File: src/rtl/mult_div_unit_pkg.sv
// Shared encodings and constants for the iterative multiply/divide unit.
// Op codes match the execute-stage op field; magnitude() strips signs before iterating.
package mult_div_unit_pkg;

    typedef enum logic [1:0] {
        OP_MULT  = 2'b00,
        OP_MULTU = 2'b01,
        OP_DIV   = 2'b10,
        OP_DIVU  = 2'b11
    } op_t;

    typedef enum logic [1:0] {
        ST_IDLE = 2'b00,
        ST_CALC = 2'b01,
        ST_DONE = 2'b10
    } state_t;

    localparam int          ITER_COUNT = 32;
    localparam logic [31:0] DIV0_LO    = 32'hFFFF_FFFF;
    localparam logic [31:0] ZERO       = 32'h0000_0000;

    // 0x80000000 maps to itself, which reads correctly as 2^31 unsigned.
    function automatic logic [31:0] magnitude(input logic [31:0] x, input logic is_signed);
        return (is_signed && x[31]) ? -x : x;
    endfunction

endpackage

File: src/rtl/mdu_step.sv
// One radix-2 iteration: shift-add for multiply, restoring trial-subtract for divide.
// acc holds {hi, lo}: {partial product, multiplier} or {remainder, dividend/quotient}.
module mdu_step (
    input  logic        is_div,
    input  logic [63:0] acc,
    input  logic [31:0] operand,
    output logic [63:0] acc_next
);

    logic [32:0] mul_sum;
    logic [32:0] rem_shift;
    logic [33:0] diff;

    // NOTE: every always_comb output gets a default first so no latch is inferred.
    always_comb begin
        mul_sum   = {1'b0, acc[63:32]} + (acc[0] ? {1'b0, operand} : 33'd0);
        rem_shift = {acc[63:32], acc[31]};
        diff      = {1'b0, rem_shift} - {2'b00, operand};
        acc_next  = {mul_sum, acc[31:1]};
        if (is_div) begin
            if (diff[33]) begin
                acc_next = {rem_shift[31:0], acc[30:0], 1'b0};
            end else begin
                acc_next = {diff[31:0], acc[30:0], 1'b1};
            end
        end
    end

endmodule

File: src/rtl/mult_div_unit.sv
// Multi-cycle HI/LO multiply/divide unit: IDLE/CALC/DONE FSM, 32 radix-2 steps,
// sign fix-up on the final step and a one-cycle HI/LO write pulse.
module mult_div_unit
    import mult_div_unit_pkg::*;
(
    input  logic        clk,
    input  logic        rst,
    input  logic        start,
    input  logic [1:0]  op,
    input  logic [31:0] opA,
    input  logic [31:0] opB,
    input  logic        cancel,
    output logic        busy,
    output logic [31:0] hiData,
    output logic        whi,
    output logic [31:0] loData,
    output logic        wlo
);

    localparam logic [5:0] ITER_LAST = 6'(ITER_COUNT - 1);

    state_t      state;
    logic [5:0]  count;
    op_t         op_q;
    logic [31:0] operand;
    logic [63:0] acc;
    logic        neg_q;
    logic        neg_r;

    op_t         op_in;
    logic        in_signed;
    logic        in_div;
    logic [31:0] mag_a;
    logic [31:0] mag_b;
    logic        is_div_q;
    logic [63:0] step_out;
    logic [63:0] product;
    logic [31:0] res_hi;
    logic [31:0] res_lo;

    assign op_in     = op_t'(op);
    assign in_signed = (op_in == OP_MULT) || (op_in == OP_DIV);
    assign in_div    = (op_in == OP_DIV) || (op_in == OP_DIVU);
    assign mag_a     = magnitude(opA, in_signed);
    assign mag_b     = magnitude(opB, in_signed);
    assign is_div_q  = (op_q == OP_DIV) || (op_q == OP_DIVU);

    mdu_step u_step (
        .is_div   (is_div_q),
        .acc      (acc),
        .operand  (operand),
        .acc_next (step_out)
    );

    // Sign fix-up applied to the last step's output so results land in DONE.
    always_comb begin
        product = neg_q ? -step_out : step_out;
        res_hi  = product[63:32];
        res_lo  = product[31:0];
        if (is_div_q) begin
            res_lo = neg_q ? -step_out[31:0]  : step_out[31:0];
            res_hi = neg_r ? -step_out[63:32] : step_out[63:32];
        end
    end

    // NOTE: sequential state uses non-blocking assignments so every register samples pre-edge values.
    always_ff @(posedge clk) begin
        if (rst) begin
            state   <= ST_IDLE;
            count   <= '0;
            busy    <= 1'b0;
            hiData  <= ZERO;
            loData  <= ZERO;
            op_q    <= OP_MULT;
            operand <= '0;
            acc     <= '0;
            neg_q   <= 1'b0;
            neg_r   <= 1'b0;
        end else if (cancel) begin
            state <= ST_IDLE;
            busy  <= 1'b0;
        end else begin
            case (state)
                ST_IDLE: begin
                    if (start) begin
                        op_q  <= op_in;
                        neg_q <= in_signed & (opA[31] ^ opB[31]);
                        neg_r <= in_signed & opA[31];
                        count <= '0;
                        busy  <= 1'b1;
                        if (in_div && (opB == ZERO)) begin
                            hiData <= opA;
                            loData <= DIV0_LO;
                            state  <= ST_DONE;
                        end else begin
                            operand <= in_div ? mag_b : mag_a;
                            acc     <= {ZERO, (in_div ? mag_a : mag_b)};
                            state   <= ST_CALC;
                        end
                    end
                end
                ST_CALC: begin
                    acc   <= step_out;
                    count <= count + 6'd1;
                    if (count == ITER_LAST) begin
                        hiData <= res_hi;
                        loData <= res_lo;
                        state  <= ST_DONE;
                    end
                end
                ST_DONE: begin
                    state <= ST_IDLE;
                    busy  <= 1'b0;
                end
                default: begin
                    state <= ST_IDLE;
                    busy  <= 1'b0;
                end
            endcase
        end
    end

    // A flush arriving during DONE must still kill the write in that same cycle.
    assign whi = (state == ST_DONE) && !cancel;
    assign wlo = (state == ST_DONE) && !cancel;

endmodule

File: config.mk
export PLATFORM = sky130hd
export DESIGN_NAME = mult_div_unit
export DESIGN_NICKNAME = d
export VERILOG_FILES = /design/src/rtl/mult_div_unit_pkg.sv /design/src/rtl/mdu_step.sv /design/src/rtl/mult_div_unit.sv
export SDC_FILE = /design/constraint.sdc
export NUM_CORES = 1
export LEC_CHECK = 0
export ABC_AREA = 1
export CORE_ASPECT_RATIO = 1.25
export CORE_MARGIN = 5
export CORE_UTILIZATION = 38
export DETAILED_ROUTE_END_ITERATION = 10
export GPL_ROUTABILITY_DRIVEN = 0
export GPL_TIMING_DRIVEN = 0
export SYNTH_ARGS = -nofsm -noshare
export SYNTH_HDL_FRONTEND = slang
export SYNTH_HIERARCHICAL = 1
export SYNTH_SLANG_ARGS = --single-unit
File: constraint.sdc
create_clock -name clk -period 3.7 [get_ports clk]
set_input_delay 0.37 -clock clk [delete_from_list [all_inputs] [get_ports clk]]
set_output_delay 0.37 -clock clk [all_outputs]
set_load 0.05 [all_outputs]
* After elaboration in Yosys (flattened, before gate mapping)
Index checks and enable logic that the tools add are counted.
W data, S select, Z words.
** Storage, ports and cells
- Bits in registers :: 173
- Output and inout port bits :: 67
** Cells by class
- Add/subtract/negate cells :: 8
- Equal/unequal tests :: 11
- Multiplexer cells :: 31
- Bitwise gates (word level) :: 6
- Reduce and logical (&&, ||, !) cells :: 20
** Operators with widths (number)
- $mux W32 :: 15
- $mux W64 :: 5
- $neg A32 Y32 :: 4
- $pmux W32 S2 :: 2
- $pmux W64 S2 :: 1
- $neg A64 Y64 :: 1
- $sub A33 B32 Y34 :: 1
- $add A32 B33 Y33 :: 1
- $logic_not A32 Y1 :: 1
- $pmux W6 S2 :: 1
- $eq A2 B2 Y1 const B :: 5
- $ne A2 B2 Y1 const B :: 4
- $reduce_and A4 Y1 :: 2
- $add A6 B1 Y6 const B :: 1
- $eq A6 B5 Y1 const B :: 1
- $mux W2 :: 3
- $mux W6 :: 1
- $reduce_and A3 Y1 :: 2
- $reduce_and A5 Y1 :: 1
- $logic_and A1 B1 Y1 :: 4
- $logic_not A2 Y1 :: 2
- $pmux W2 S2 :: 1
- $reduce_and A2 Y1 :: 2
- $logic_or A1 B1 Y1 :: 3
- other kinds (9) :: 12

* Depth between registers and ports, before layout
- Depth after elaboration :: 8
- Mapped depth :: 30

* Cells and area by module
Netlist, hierarchy kept.
** By module, submodules not included
- mult_div_unit :: instances 1, cells each 2007, area an instance 11850.1 um^2, sequential area each 3443.3 um^2
- mdu_step :: instances 1, cells each 1277, area an instance 6287.3 um^2, sequential area each 0.0 um^2

* Worst setup path before layout
OpenSTA, ideal clock, no wires.
- Kind :: register to register
- From :: reg acc[0]
- To :: reg hiData[15]
- Library setup time :: 0.117 ns
- Arrival time :: 3.195 ns
- Data required time :: 3.583 ns
- Path slack :: 0.389 ns
- Stages on the path, launching flop included :: 28
- Clock period less this slack :: 3.311 ns
- Path through :: dfxtp_1 > clkbuf_1 > clkbuf_1 > nand2_1 > inv_1 > ha_1 > fa_1 > nand2_1 > o21ai_2 > nand2_1 > nand2_1 > nand3_1 > nand2_1 > or2_2 > nand3_1 > nand2_1 > nor2_1 > nand3_1 > nor2_1 > nand3_1 > nand2_1 > nand2_1 > inv_1 > nand2_1 > nand3_1 > o21ai_0 > nor3_1 > nor2_1
** On the way
- Cells in the longest elaborated chain, start to end :: 8
** RTL lines
- start: declaration :: RTL line mult_div_unit.sv:26 : logic [63:0] acc;
- start signal: assignment :: RTL line mult_div_unit.sv:97 : acc <= {ZERO, (in_div ? mag_a : mag_b)};
- start signal: assignment :: RTL line mult_div_unit.sv:103 : acc <= step_out;
- $mux W32 * :: RTL line mdu_step.sv:16 : mul_sum = {1'b0, acc[63:32]} + (acc[0] ? {1'b0, operand} : 33'd0);
- $add A32 B33 Y33 * :: RTL line mdu_step.sv:16
- $mux W64 * :: RTL line mdu_step.sv:20 : if (is_div) begin
- net step_out[45] :: RTL line mult_div_unit.sv:36 : logic [63:0] step_out;
- $neg A64 Y64 / $neg A32 Y32 (equally long branches) :: RTL line mult_div_unit.sv:57, mult_div_unit.sv:62
- $mux W64 / $mux W32 (equally long branches) :: RTL line mult_div_unit.sv:57, mult_div_unit.sv:62
- $mux W32 * :: RTL line mult_div_unit.sv:60 : if (is_div_q) begin
- $mux W32 * :: RTL line mult_div_unit.sv:105 : if (count == ITER_LAST) begin
- $pmux W32 S2 * :: RTL line mult_div_unit.sv:83 : case (state)
- end signal: assignment :: RTL line mult_div_unit.sv:92 : hiData <= opA;
- end signal: assignment :: RTL line mult_div_unit.sv:106 : hiData <= res_hi;
- end: declaration :: RTL line mult_div_unit.sv:14 : output logic [31:0] hiData,
Mark *: on every way through the listed nets, which the timed path passes. The rest lies on a longest branch. The select of a mux whose other input is x is not followed.
A chain may end at the register's enable or synchronous reset.

* Worst setup path after layout
- From :: reg acc[48]
- To :: reg hiData[7]
** On the way
- Cells in the longest elaborated chain, start to end :: 8
** RTL lines
- $sub A33 B32 Y34 * :: RTL line mdu_step.sv:18 : diff = {1'b0, rem_shift} - {2'b00, operand};
- $mux W64 * :: RTL line mdu_step.sv:21 : if (diff[33]) begin
- $mux W64 * :: RTL line mdu_step.sv:20
- net step_out[34] :: RTL line mult_div_unit.sv:36
- $neg A64 Y64 / $neg A32 Y32 (equally long branches) :: RTL line mult_div_unit.sv:57, mult_div_unit.sv:62
- $mux W64 / $mux W32 (equally long branches) :: RTL line mult_div_unit.sv:57, mult_div_unit.sv:62
- $mux W32 * :: RTL line mult_div_unit.sv:60
- $mux W32 * :: RTL line mult_div_unit.sv:105
- $pmux W32 S2 * :: RTL line mult_div_unit.sv:83
Marks and branches as above.

==> out/qor.csv <==
metric,value,unit
outcome,"finished, final reports clean",
clk_latency,0.47,ns
max_freq,271,MHz
period_needed,3.69,ns
worst_setup_path_end_kind,flip-flop,
start_util,0.384,
hold_viol,0,
drv_cap,0,
pre_cts_ws,-0.904,ns
most-common-layout-cells,"nand2_1, inv_1, nor2_1",
clock_skew,0.0141,ns
grt_pass1_vias,21300,
p_seq_frac,0.305,
final_common_cell,nand2_1,
overflow,0,
io_buffers,135,
hp-class,reg2reg,
ant_nets,0,
cts-hold-fix-buffers,0,
synthesis.nets,3425,
vias,23000,
synthArstFlopShare,0,
sw_frac_of_total,0.419,
tightestPinTransition,1.12,ns
fin_crit_sh,0.996,
drc,0,
via_per_inst,5.56,
worstPathMaxFanout,10,
cp-start-kind,flip-flop,
p_int,3.84,mW
tns,0,ns
areaGrowthSynthToFinish,25.0,%
wirelength,88600,um
powerDensity,292,nW/um^2
synth_edf_count,0,
grt_first_pass_wirelength,129000,um
cts_max_level,4,
pwr-share-clk,0.280,
hold_depth,2,
rsz0062_at_grt,yes,
power.total,6.61,mW
syn_area,18100,um^2
fin_util,0.480,
yosys-top-cells-area,"nand2_1, dfxtp_1, nand3_1",
setup_viol_count_final,0,
dieHeight,254,um
ys.flop_type,dfxtp_1,
max_stage_delay,0.46,ns
synth.distinct_cells,51,
cp_cell_sequence,ha_4 > nand2_1 > nor2_2 > nand2_1 > nor2_4 > nand2_8 > nand2_8 > buf_8 > nand2_1 > nand3_1 > nand2_4 > nor2_1 > nand2_2 > nor2_4 > nor2_1 > a21oi_1 > nand2_1 > nand3_1 > o21ai_0 > nor3_2 > nor2_1,
nets,3626,
antenna_found_initial,1,
drt-initial-drc-count,2778,
tritoncts,built,
synth_cells,3284,
wire_per_inst,21.4,um
cpMostUsedCell,nand2_1,
clk_pin_slew,0.07,ns
path_buf_inv,1,
fin_hold_ws,0.470,ns
r2r_cells,21,
synth_seq_cells,172,
final_max_slew_viol_count,0,
critical_path_required,4.05,ns
core_area,47200,um^2
syn_area_per_cell,5.52,um^2
clk_path_buf_depth,2,
drive_gt1_frac,0.149,
seq_area_frac_synth,0.190,
yosys.area.top_type,nand2_1,
firstDrtPassIters,10,
numCtsBuffers,17,
switching_power,2.77,mW
grt_max_degree,17,
slew_headroom,0.244,
synth_top_area_frac,0.212,
num_rows,89,
critPathKind,reg2reg,
cts_num_sinks,172,
fin_ws,0.0133,ns
antenna_cells,0,
irDropWorstVdd,0.357,mV
crit_slowest_cell,dfxtp_1,
grtUsageTotal,0.326,
total_leakage_power,10.5,nW
crit_cells,21,
ios,137,
die-area,52200,um^2
arrival,4.04,ns
dp_hpwl,72300,um
fp.dieW,205,um
root_buffer,clkbuf_16,
path_delay_family,simple AND/OR/NAND/NOR gates,
yosysWarnings,6,
pwr-share-comb,0.415,
-- registers in the layout, indices dropped and copies added, names as in the netlist --
register / flops
neg_r: 1
operand: 32
hiData: 32
state: 2
acc: 64
count: 6
neg_q: 1
busy: 1
op_q: 1
loData: 32
-- cell usage after synthesis (11+ instances only) --
cell	instances
o211ai_1	22
inv_2	21
nand3_1	312
inv_1	412
nand2_1	1023
nor3_1	23
nor2_1	388
o21ai_0	139
or2_2	13
a21oi_1	223
buf_6	15
a31oi_1	22
dfxtp_1	172
nand3b_1	38
clkbuf_1	62
ha_1	69
nor2_2	11
buf_1	14
nand3_2	14
buf_2	29
xnor2_1	25
xor2_1	40
o21ai_1	60
nand4_1	49
-- final cells by class --
type | instances | area (um^2)
repair buffers | 183 | 1720
fillers | 5255 | 24600
multi-input cells | 2548 | 13600
clock buffers | 20 | 447
well taps | 637 | 797
plain buffers | 123 | 686
clock inverters | 12 | 138
flip-flops and latches | 172 | 3580
inverters | 440 | 1680
-- tightest hold or removal path: stages, from the launching register on --
cell and delay (ns):
dfxtp_1 0.31, nand2_1 0.06, a21oi_1 0.05
-- worst paths after layout --
path / start / to / slack, ns
setup reg to reg: acc[48] / hiData[7] / 0.01
hold / removal: acc[27] / acc[27] / 0.47
hold reg to reg: acc[27] / acc[27] / 0.47
setup / recovery: acc[48] / hiData[7] / 0.01
-- logic make-up after synthesis --
logic type / count (synthesis) / share of synthesized area
AND/OR/NAND/NOR: 1905 / 0.450
buffers and inverters: 564 / 0.127
AO/OA/AOI/OAI: 507 / 0.152
flip-flops: 172 / 0.190
adder cells (fa/ha/maj): 71 / 0.0498
XOR/XNOR: 65 / 0.0314
-- power by group through the flow --
stage | combinational (mW) | sequential, mW | clock, mW
final | 2.74 | 2.02 | 1.85
after global routing | 2.95 | 2.02 | 1.94
after CTS | 2.48 | 2.02 | 1.87
after detailed placement | 2.36 | 2.06 | 0
after global placement | 2.36 | 2.06 | 0
after floorplan | 1.51 | 2.09 | 0
-- what timing repair did --
action | CTS | global route
gates resized for setup | 188 | 251
pin swaps | 15 | 50
setup endpoints to repair | 44 | 39
setup buffers | 16 | 32
-- per-stage QoR --
step | instance area [um^2] | instances
6_report | 22700 | 4135
5_1_grt | 22700 | 4135
4_1_cts | 21600 | 4103
3_5_place_dp | 20300 | 4056
3_3_place_gp | 20300 | 4056
2_1_floorplan | 18100 | 3284
-- layer usage --
metal / GRT usage / share of wire / vias to the layer above
met5: 0 / 0 / -
met4: 0.253 / 0.10 / 0
met3: 0.0523 / 0.076 / 401
met2: 0.529 / 0.45 / 1242
met1: 0.385 / 0.38 / 10400
li1: - / - / 11000
(Power assumes the default switching activity.)
